===== src/rtl/part1_sequencer_pkg.sv =====
// Shared types and constants for the part1 solver sequencer.
package part1_seq_pkg;

  typedef enum logic [2:0] {
    ST_IDLE     = 3'd0,
    ST_SEND     = 3'd1,
    ST_WAIT_RES = 3'd2,
    ST_RELEASE  = 3'd3,
    ST_CLEAR    = 3'd4,
    ST_DONE     = 3'd5,
    ST_ERROR    = 3'd6
  } seq_state_t;

  typedef enum logic [1:0] {
    ERR_NONE   = 2'd0,
    ERR_DP     = 2'd1,
    ERR_ACK_TO = 2'd2,
    ERR_RES_TO = 2'd3
  } seq_err_t;

  localparam logic [7:0] ASCII_LF = 8'h0A;
  localparam int         TMR_W    = 32;

  // States in which the solver handshake is in flight and supervised.
  function automatic logic is_supervised(input seq_state_t st);
    return (st == ST_SEND) || (st == ST_WAIT_RES) || (st == ST_RELEASE);
  endfunction

endpackage


===== src/rtl/part1_sequencer_timer.sv =====
// Loadable timeout counter; expired flags the last cycle before the limit is reached.
module seq_timer
  import part1_seq_pkg::*;
#(
  parameter int W = TMR_W
) (
  input  logic         clk,
  input  logic         rst_n,
  input  logic         clear,
  input  logic         enable,
  input  logic [W-1:0] limit,
  output logic         expired
);

  logic [W-1:0] r_cnt;
  logic [W-1:0] w_cnt_inc;

  assign w_cnt_inc = r_cnt + {{(W-1){1'b0}}, 1'b1};
  assign expired   = enable && (w_cnt_inc >= limit);

  // Cycle counter, restarted on every state change of the owner.
  always_ff @(posedge clk or negedge rst_n) begin
    if (!rst_n) begin
      r_cnt <= '0;
    end else if (clear) begin
      r_cnt <= '0;
    end else if (enable) begin
      r_cnt <= w_cnt_inc;
    end else begin
      r_cnt <= r_cnt;
    end
  end

endmodule


===== src/rtl/part1_sequencer.sv =====
// Bridges a ready/valid byte stream onto the part1 solver's four-phase handshake
// and collects per-line results, with ack/result timeouts and error recovery.
module part1_sequencer
  import part1_seq_pkg::*;
#(
  parameter int ACK_TIMEOUT    = 1024,
  parameter int RESULT_TIMEOUT = 100,
  parameter int LINE_CNT_W     = 16
) (
  input  logic                  clk,
  input  logic                  rst_n,
  input  logic [7:0]            s_data,
  input  logic                  s_valid,
  input  logic                  s_last,
  output logic                  s_ready,
  output logic [7:0]            dp_data,
  output logic                  dp_valid,
  input  logic                  dp_ack,
  input  logic [31:0]           dp_result,
  input  logic                  dp_result_ready,
  input  logic                  dp_error,
  output logic                  dp_error_clear,
  output logic [31:0]           final_result,
  output logic [LINE_CNT_W-1:0] lines_done,
  output logic                  done,
  output logic                  err,
  output logic [1:0]            err_code
);

  seq_state_t            r_state;
  seq_state_t            w_state_next;
  logic [7:0]            r_dp_data;
  logic                  r_last;
  logic                  r_dp_valid;
  logic                  r_dp_error_clear;
  logic [31:0]           r_final_result;
  logic [LINE_CNT_W-1:0] r_lines_done;
  logic                  r_done;
  logic                  r_err;
  seq_err_t              r_err_code;

  logic                  w_accept;
  logic                  w_latch;
  logic                  w_err_set;
  seq_err_t              w_err_code;
  logic                  w_expired;
  logic                  w_tmr_clear;
  logic                  w_tmr_en;
  logic [TMR_W-1:0]      w_tmr_limit;
  logic                  w_is_lf;

  assign s_ready        = (r_state == ST_IDLE);
  assign dp_data        = r_dp_data;
  assign dp_valid       = r_dp_valid;
  assign dp_error_clear = r_dp_error_clear;
  assign final_result   = r_final_result;
  assign lines_done     = r_lines_done;
  assign done           = r_done;
  assign err            = r_err;
  assign err_code       = r_err_code;

  assign w_is_lf     = (r_dp_data == ASCII_LF);
  assign w_tmr_clear = (w_state_next != r_state);
  assign w_tmr_en    = is_supervised(r_state);
  assign w_tmr_limit = (r_state == ST_WAIT_RES) ? TMR_W'(RESULT_TIMEOUT) : TMR_W'(ACK_TIMEOUT);

  seq_timer #(.W(TMR_W)) u_timer (
    .clk     (clk),
    .rst_n   (rst_n),
    .clear   (w_tmr_clear),
    .enable  (w_tmr_en),
    .limit   (w_tmr_limit),
    .expired (w_expired)
  );

  // Next-state decode; solver error outranks ack, result and timeout.
  always_comb begin
    w_state_next = r_state;
    w_accept     = 1'b0;
    w_latch      = 1'b0;
    w_err_set    = 1'b0;
    w_err_code   = ERR_NONE;
    case (r_state)
      ST_IDLE: begin
        if (s_valid) begin
          w_accept     = 1'b1;
          w_state_next = ST_SEND;
        end else begin
          w_state_next = ST_IDLE;
        end
      end
      ST_SEND: begin
        if (dp_error) begin
          w_state_next = ST_CLEAR;
        end else if (dp_ack) begin
          if (w_is_lf && dp_result_ready) begin
            w_latch      = 1'b1;
            w_state_next = ST_RELEASE;
          end else if (w_is_lf) begin
            w_state_next = ST_WAIT_RES;
          end else begin
            w_state_next = ST_RELEASE;
          end
        end else if (w_expired) begin
          w_err_set    = 1'b1;
          w_err_code   = ERR_ACK_TO;
          w_state_next = ST_ERROR;
        end else begin
          w_state_next = ST_SEND;
        end
      end
      ST_WAIT_RES: begin
        if (dp_error) begin
          w_state_next = ST_CLEAR;
        end else if (dp_result_ready) begin
          w_latch      = 1'b1;
          w_state_next = ST_RELEASE;
        end else if (w_expired) begin
          w_err_set    = 1'b1;
          w_err_code   = ERR_RES_TO;
          w_state_next = ST_ERROR;
        end else begin
          w_state_next = ST_WAIT_RES;
        end
      end
      ST_RELEASE: begin
        if (dp_error) begin
          w_state_next = ST_CLEAR;
        end else if (!dp_ack) begin
          w_state_next = r_last ? ST_DONE : ST_IDLE;
        end else if (w_expired) begin
          w_err_set    = 1'b1;
          w_err_code   = ERR_ACK_TO;
          w_state_next = ST_ERROR;
        end else begin
          w_state_next = ST_RELEASE;
        end
      end
      ST_CLEAR: begin
        w_err_set    = 1'b1;
        w_err_code   = ERR_DP;
        w_state_next = ST_ERROR;
      end
      ST_DONE:  w_state_next = ST_DONE;
      ST_ERROR: w_state_next = ST_ERROR;
      default:  w_state_next = ST_ERROR;
    endcase
  end

  // State register.
  always_ff @(posedge clk or negedge rst_n) begin
    if (!rst_n) begin
      r_state <= ST_IDLE;
    end else begin
      r_state <= w_state_next;
    end
  end

  // Byte holding register and its end-of-input marker.
  always_ff @(posedge clk or negedge rst_n) begin
    if (!rst_n) begin
      r_dp_data <= 8'h00;
      r_last    <= 1'b0;
    end else if (w_accept) begin
      r_dp_data <= s_data;
      r_last    <= s_last;
    end else begin
      r_dp_data <= r_dp_data;
      r_last    <= r_last;
    end
  end

  // Handshake outputs follow the state being entered so they line up with it.
  always_ff @(posedge clk or negedge rst_n) begin
    if (!rst_n) begin
      r_dp_valid       <= 1'b0;
      r_dp_error_clear <= 1'b0;
      r_done           <= 1'b0;
    end else begin
      r_dp_valid       <= (w_state_next == ST_SEND) || (w_state_next == ST_WAIT_RES);
      r_dp_error_clear <= (w_state_next == ST_CLEAR);
      r_done           <= r_done || (w_state_next == ST_DONE);
    end
  end

  // Per-line result capture; the line counter wraps.
  always_ff @(posedge clk or negedge rst_n) begin
    if (!rst_n) begin
      r_final_result <= 32'h0000_0000;
      r_lines_done   <= '0;
    end else if (w_latch) begin
      r_final_result <= dp_result;
      r_lines_done   <= r_lines_done + LINE_CNT_W'(1);
    end else begin
      r_final_result <= r_final_result;
      r_lines_done   <= r_lines_done;
    end
  end

  // Sticky error flag; the first cause recorded is kept.
  always_ff @(posedge clk or negedge rst_n) begin
    if (!rst_n) begin
      r_err      <= 1'b0;
      r_err_code <= ERR_NONE;
    end else if (w_err_set && !r_err) begin
      r_err      <= 1'b1;
      r_err_code <= w_err_code;
    end else begin
      r_err      <= r_err;
      r_err_code <= r_err_code;
    end
  end

endmodule


===== config.mk =====
export PLATFORM = sky130hd
export DESIGN_NAME = part1_sequencer
export DESIGN_NICKNAME = d
export VERILOG_FILES = /design/src/rtl/part1_sequencer_pkg.sv /design/src/rtl/part1_sequencer_timer.sv /design/src/rtl/part1_sequencer.sv
export SDC_FILE = /design/constraint.sdc
export NUM_CORES = 1
export LEC_CHECK = 0
export ABC_AREA = 1
export CAP_MARGIN = 20
export CORE_ASPECT_RATIO = 1.5
export CORE_MARGIN = 5
export CORE_UTILIZATION = 53
export DETAILED_ROUTE_END_ITERATION = 6
export PLACE_DENSITY = 0.86
export SLEW_MARGIN = 10
export SYNTH_ARGS = -nofsm -noshare
export SYNTH_HDL_FRONTEND = slang
export SYNTH_HIERARCHICAL = 1
export SYNTH_SLANG_ARGS = --single-unit

===== constraint.sdc =====
create_clock -name clk -period 8.3 [get_ports clk]
set_input_delay 1.245 -clock clk [delete_from_list [all_inputs] [get_ports clk]]
set_output_delay 1.245 -clock clk [all_outputs]
set_load 0.03 [all_outputs]

Word level (Yosys, flattened, before mapping)
Cells that the tools add are included.
{"block": "op_classes", "n_mux": 42, "n_reduce_logical": 10, "magnitude_cmp": 1, "n_eq_ne": 11, "n_addsub": 2}
{"cell": "$mux 32", "n": 2}
{"cell": "$add 32x1->32 const B", "n": 1}
{"cell": "$ge 32x11->1", "n": 1}
{"cell": "$mux 3", "n": 10}
{"cell": "$mux 1", "n": 17}
{"cell": "$add 16x1->16 const B", "n": 1}
{"cell": "$mux 2", "n": 8}
{"cell": "$pmux 3 s5", "n": 1}
{"cell": "$eq 3x3->1 const B", "n": 4}
{"cell": "$mux 11", "n": 1}
{"cell": "$eq 3x2->1 const B", "n": 3}
{"cell": "$eq 8x4->1 const B", "n": 1}
{"cell": "$pmux 2 s4", "n": 1}
{"cell": "$eq 3x1->1 const B", "n": 2}
{"cell": "$logic_or 1x1->1", "n": 4}
{"cell": "$pmux 1 s4", "n": 1}
{"cell": "$logic_and 1x1->1", "n": 3}
{"cell": "$logic_not 3->1", "n": 1}
{"cell": "$ne 3x3->1", "n": 1}
{"cell": "$pmux 1 s2", "n": 1}
{"cell": "$reduce_bool 2->1", "n": 1}
{"cell": "$logic_not 1->1", "n": 1}
{"block": "totals", "regBits": 98, "elab_cells": 77, "out_inout_bits": 63}

Logic depth before layout (Yosys ltp)
{"block": "depth", "word_depth": 10, "mapped_depth": 33}

Modules after synthesis
Netlist, hierarchy kept.
{"module": "part1_sequencer", "area_per_inst_um2": 3095.5, "n_inst": 1, "cells_per_inst": 388, "seq_area_each_um2": 1651.6}
{"module": "seq_timer", "area_per_inst_um2": 3059.2, "n_inst": 1, "cells_per_inst": 472, "seq_area_each_um2": 800.8}

Least setup slack after synthesis
OpenSTA, ideal clock, no wires.
{"block": "synth_timing", "kind": "reg2reg", "from": "reg u_timer.r_cnt[0]", "to": "reg u_timer.r_cnt[10]", "setup_ps": 82, "setup_slack_ps": 4418, "path_buffers": 1, "required_ps": 8218, "arrival_time_ps": 3800, "path_stages_with_launch": 28, "synth_period_minus_slack_ps": 3882, "cell_sequence": "dfrtp_1 ha_1 nand2_1 clkinv_1 nand3_2 nor2_4 nand2_4 nor2_4 nand2_1 and2_1 ha_1 nand2_1 nor2_1 nand4_1 nor2_1 nand2_1 a21oi_1 nand2_1 nand2_1 nor2_1 nor2_1 nand2_1 nand2_1 nand3_1 nor2_1 inv_1 clkbuf_1 o22ai_1"}
{"block": "synth_via", "elab_chain_cells": 9}
{"element": "start, declared", "line_no": "part1_sequencer_timer.sv:15", "source": "logic [W-1:0] r_cnt;"}
{"element": "start signal, assigned", "line_no": "part1_sequencer_timer.sv:28", "source": "r_cnt <= w_cnt_inc;"}
{"element": "start signal, assigned", "line_no": "part1_sequencer_timer.sv:30", "source": "r_cnt <= r_cnt;"}
{"element": "$add 32x1->32 *", "line_no": "part1_sequencer_timer.sv:18", "source": "assign w_cnt_inc = r_cnt + {{(W-1){1'b0}}, 1'b1};"}
{"element": "$ge 32x11->1 *", "line_no": "part1_sequencer_timer.sv:19", "source": "assign expired = enable && (w_cnt_inc >= limit);"}
{"element": "$logic_and 1x1->1 *", "line_no": "part1_sequencer_timer.sv:19"}
{"element": "named net w_expired", "line_no": "part1_sequencer.sv:46", "source": "logic w_expired;"}
{"element": "$mux 3 (on tied branches)", "line_no": "part1_sequencer.sv:131, part1_sequencer.sv:104"}
{"element": "$mux 3 (on tied branches)", "line_no": "part1_sequencer.sv:129, part1_sequencer.sv:95"}
{"element": "$mux 3 (on tied branches)", "line_no": "part1_sequencer.sv:127, part1_sequencer.sv:93"}
{"element": "$pmux 3 s5 *", "line_no": "part1_sequencer.sv:83", "source": "case (r_state)"}
{"element": "named net w_state_next[0]", "line_no": "part1_sequencer.sv:31", "source": "seq_state_t w_state_next;"}
{"element": "$ne 3x3->1 *", "line_no": "part1_sequencer.sv:63", "source": "assign w_tmr_clear = (w_state_next != r_state);"}
{"element": "named net w_tmr_clear", "line_no": "part1_sequencer.sv:47", "source": "logic w_tmr_clear;"}
{"element": "$mux 32 or $reduce_bool 2->1 (tied branches)"}
Mark *: on every way through the listed nets, which the timed path passes. The rest lies on a longest branch. The select of a mux whose other input is x is not followed.
A chain may end at the register's enable or synchronous reset.

Worst setup path in the final report
{"block": "layout_timing", "from": "reg u_timer.r_cnt[0]", "to": "reg u_timer.r_cnt[12]"}
Same word-level chain as after synthesis.

==> out/qor.yml <==
status: "complete, no violations"
powerDensity_nw_per_um2: 125
grt_remaining_overflow: 0
grt_usage_pct: 23.7
final_max_slew_viol_count: 0
grt_setup_unrepaired: "false"
final_nets: 1075
seqPwrFrac_pct: 49.0
max_freq_mhz: 191
layout_setup_ws_ps: 3070
syn_to_final_growth_pct: 26.3
worstPathMaxFanout: 19
initial_core_util_pct: 53.7
synth_cell_types: 36
routedWlPerCell_um: 13.7
htree_levels: 3
vias: 5824
hold_violations: 0
setup_violations: 0
hold_buffers: 0
finalCriticalPeriod_ps: 5230
ys_seq_area_share_pct: 39.8
peakVddDrop_uv: 106
worst_slew_pin_slew_ps: 1030
power.internal_uw: 767
critPathKind: "reg -> reg"
r2r_slack_ps: 3070
synth_cells: 860
final_common_cell: "nand2_1"
antenna_cells: 0
clk_pin_slew_worst_paths_ps: 70
pwr-share-comb_pct: 4.8
switching_share_pct: 21.2
die_w_um: 98.0
yosys_warnings: 6
core-area_um2: 11500
drt_iter0_markers: 270
placed_cells: 1133
viasPerCell: 5.07
cts.sinks: 98
hp-class: "reg -> reg"
numPortBuffers: 109
rows: 48
io_pins: 110
power_frac_clock_pct: 46.2
r2r_start: "u_timer/r_cnt[0]"
ys_top_cells_by_area: "dfrtp_1 (40%), nand2_1 (19%), inv_1 (7.8%), ha_1 (6.9%), nand3_1 (3.9%)"
power.total_uw: 974
synth_area_um2: 6150
ctsRootBufferMaster: "clkbuf_16"
synth_edf_count: 0
grt_max_degree: 74
dp_hpwl_mm: 11.8
drc_errors: 0
cts_buffer_depth: 2
period_share_pct: 63.0
slew_headroom_pct: 31.2
worstSkewPairLatency_ps: 340
r2r_cells: 27
crit_arrival_ps: 5480
dieArea_um2: 13900
synth_largest_area_cell: "dfrtp_1"
routed_wl_mm: 15.8
cts_setup_buffers: 0
final_cells: 1149
whs_ps: 470
cp.required_ps: 8550
synth-seq-cells: 98
antenna_left: 0
startpoint_type: "flip-flop"
fin_skew_ps: 5.22
setup_tns_ps: 0
drt-pass1-iter-count: 5
p_leak_nw: 4.00
place.gp.congestion: 0.903
avgSynthCellArea_um2: 7.16
cp-end-kind: "flip-flop"
drv_cap: 0
synth_top_area_share_pct: 39.8
grt_pass1_wl_mm: 27.0
crit_end: "u_timer/r_cnt[12]"
cp-startpoint: "u_timer/r_cnt[0]"
ctsResizeCount: 0
netSwitchingPower_uw: 207
antenna_found_initial: 0
layout_common_cells: "nand2_1 (306), inv_1 (128), clkdlybuf4s50_1 (108), dfrtp_1 (98), nor2_1 (64)"
numCtsBuffers: 9
dp_slack_ps: 3300
ys.flop_type: "dfrtp_1"
synthArstFlopShare_pct: 100
cts_tree: "yes"
die_height_um: 142
regToRegEndpoint: "u_timer/r_cnt[12]"
grt_pass1_vias: 6076
layout-drive-gt1-share_pct: 4.90
==> cell usage after synthesis, types with 5 or more instances <==
master and count:
inv_1 128, dfrtp_1 98, nand4_1 12, nor2_2 5, a21oi_1 18, nor2_4 5
nor2_1 64, o21ai_1 7, xor2_1 20, nand2_1 306, and2_1 8, nand3_1 48
buf_2 8, nor3_1 22, o21ai_0 35, mux2_2 5, ha_1 34
==> kinds of logic after synthesis <==
group | count (synthesis) | synth area share (%)
AO/OA/AOI/OAI | 69 | 5.90
XOR/XNOR | 21 | 2.99
adder cells (fa/ha/maj) | 34 | 6.91
buffers and inverters | 148 | 9.62
flip-flops | 98 | 39.8
multiplexers | 5 | 0.915
other | 1 | 0.0609
AND/OR/NAND/NOR | 484 | 33.8
==> worst max-delay path, stage by stage (launching register included) <==
cell	delay, ps
dfrtp_1	460
ha_1	210
nand2_1	70
clkinv_1	90
nand3_2	140
nor2_4	170
nand2_1	130
xor2_1	250
inv_1	90
ha_1	280
nand2_1	40
nor2_1	140
nand2_1	90
nor2_1	130
nor2_1	60
nand2_1	80
nand2_1	50
a21oi_1	360
nand2_1	120
nand2_1	80
nor2_1	40
nor2_1	180
nand2_1	180
nand2_1	90
nand3_1	120
nor2_2	720
inv_1	460
o21ai_0	300
==> worst min-delay path by stage <==
stage,from,endpoint,depth (start not counted)
2_1_floorplan,u_timer/r_cnt[29],u_timer/r_cnt[29],2
3_3_place_gp,done,done,1
3_5_place_dp,final_result[2],final_result[2],2
4_1_cts,final_result[2],final_result[2],2
5_1_grt,final_result[2],final_result[2],2
6_report,final_result[2],final_result[2],2
==> area by class of cell <==
cell class	instances	area [um2]
fillers	944	3700
multi-input cells	641	3210
clock inverters	6	90.1
repair buffers	111	1100
inverters	133	499
clock buffers	10	229
well taps	150	188
flip-flops and latches	98	2450
==> state kept, by name (all words and copies together) (netlist names) <==
name / count
r_last: 1
final_result: 32
dp_valid: 1
r_state: 3
lines_done: 16
dp_error_clear: 1
err: 1
err_code: 2
u_timer/r_cnt: 32
dp_data: 8
done: 1
==> per-layer routing <==
| layer | vias up | GRT usage (%) | share of wire, % |
|---|---|---|---|
| li1 | 2914 | - | - |
| met1 | 2662 | 24.5 | 37 |
| met2 | 196 | 44.4 | 53 |
| met3 | 52 | 4.56 | 4.9 |
| met4 | 0 | 13.3 | 5.1 |
| met5 | - | 0 | 0 |
==> power by group through the flow <==
stage          Clock (mW)  Sequential (mW)  Combinational (mW)
6_report            0.450            0.477              0.0468
2_1_floorplan           0            0.487              0.0128
5_1_grt             0.480            0.477              0.0539
3_3_place_gp            0            0.486              0.0464
3_5_place_dp            0            0.486              0.0469
4_1_cts             0.457            0.477              0.0472
==> per-stage QoR <==
step,util (%),instance area [um2]
final,67.8,7770
after floorplan,-,6260
after global routing,67.8,7770
after CTS,67.8,7770
after global placement,65.0,7450
after detailed placement,65.0,7450
No activity file was read; power rests on OpenSTA's default activity.
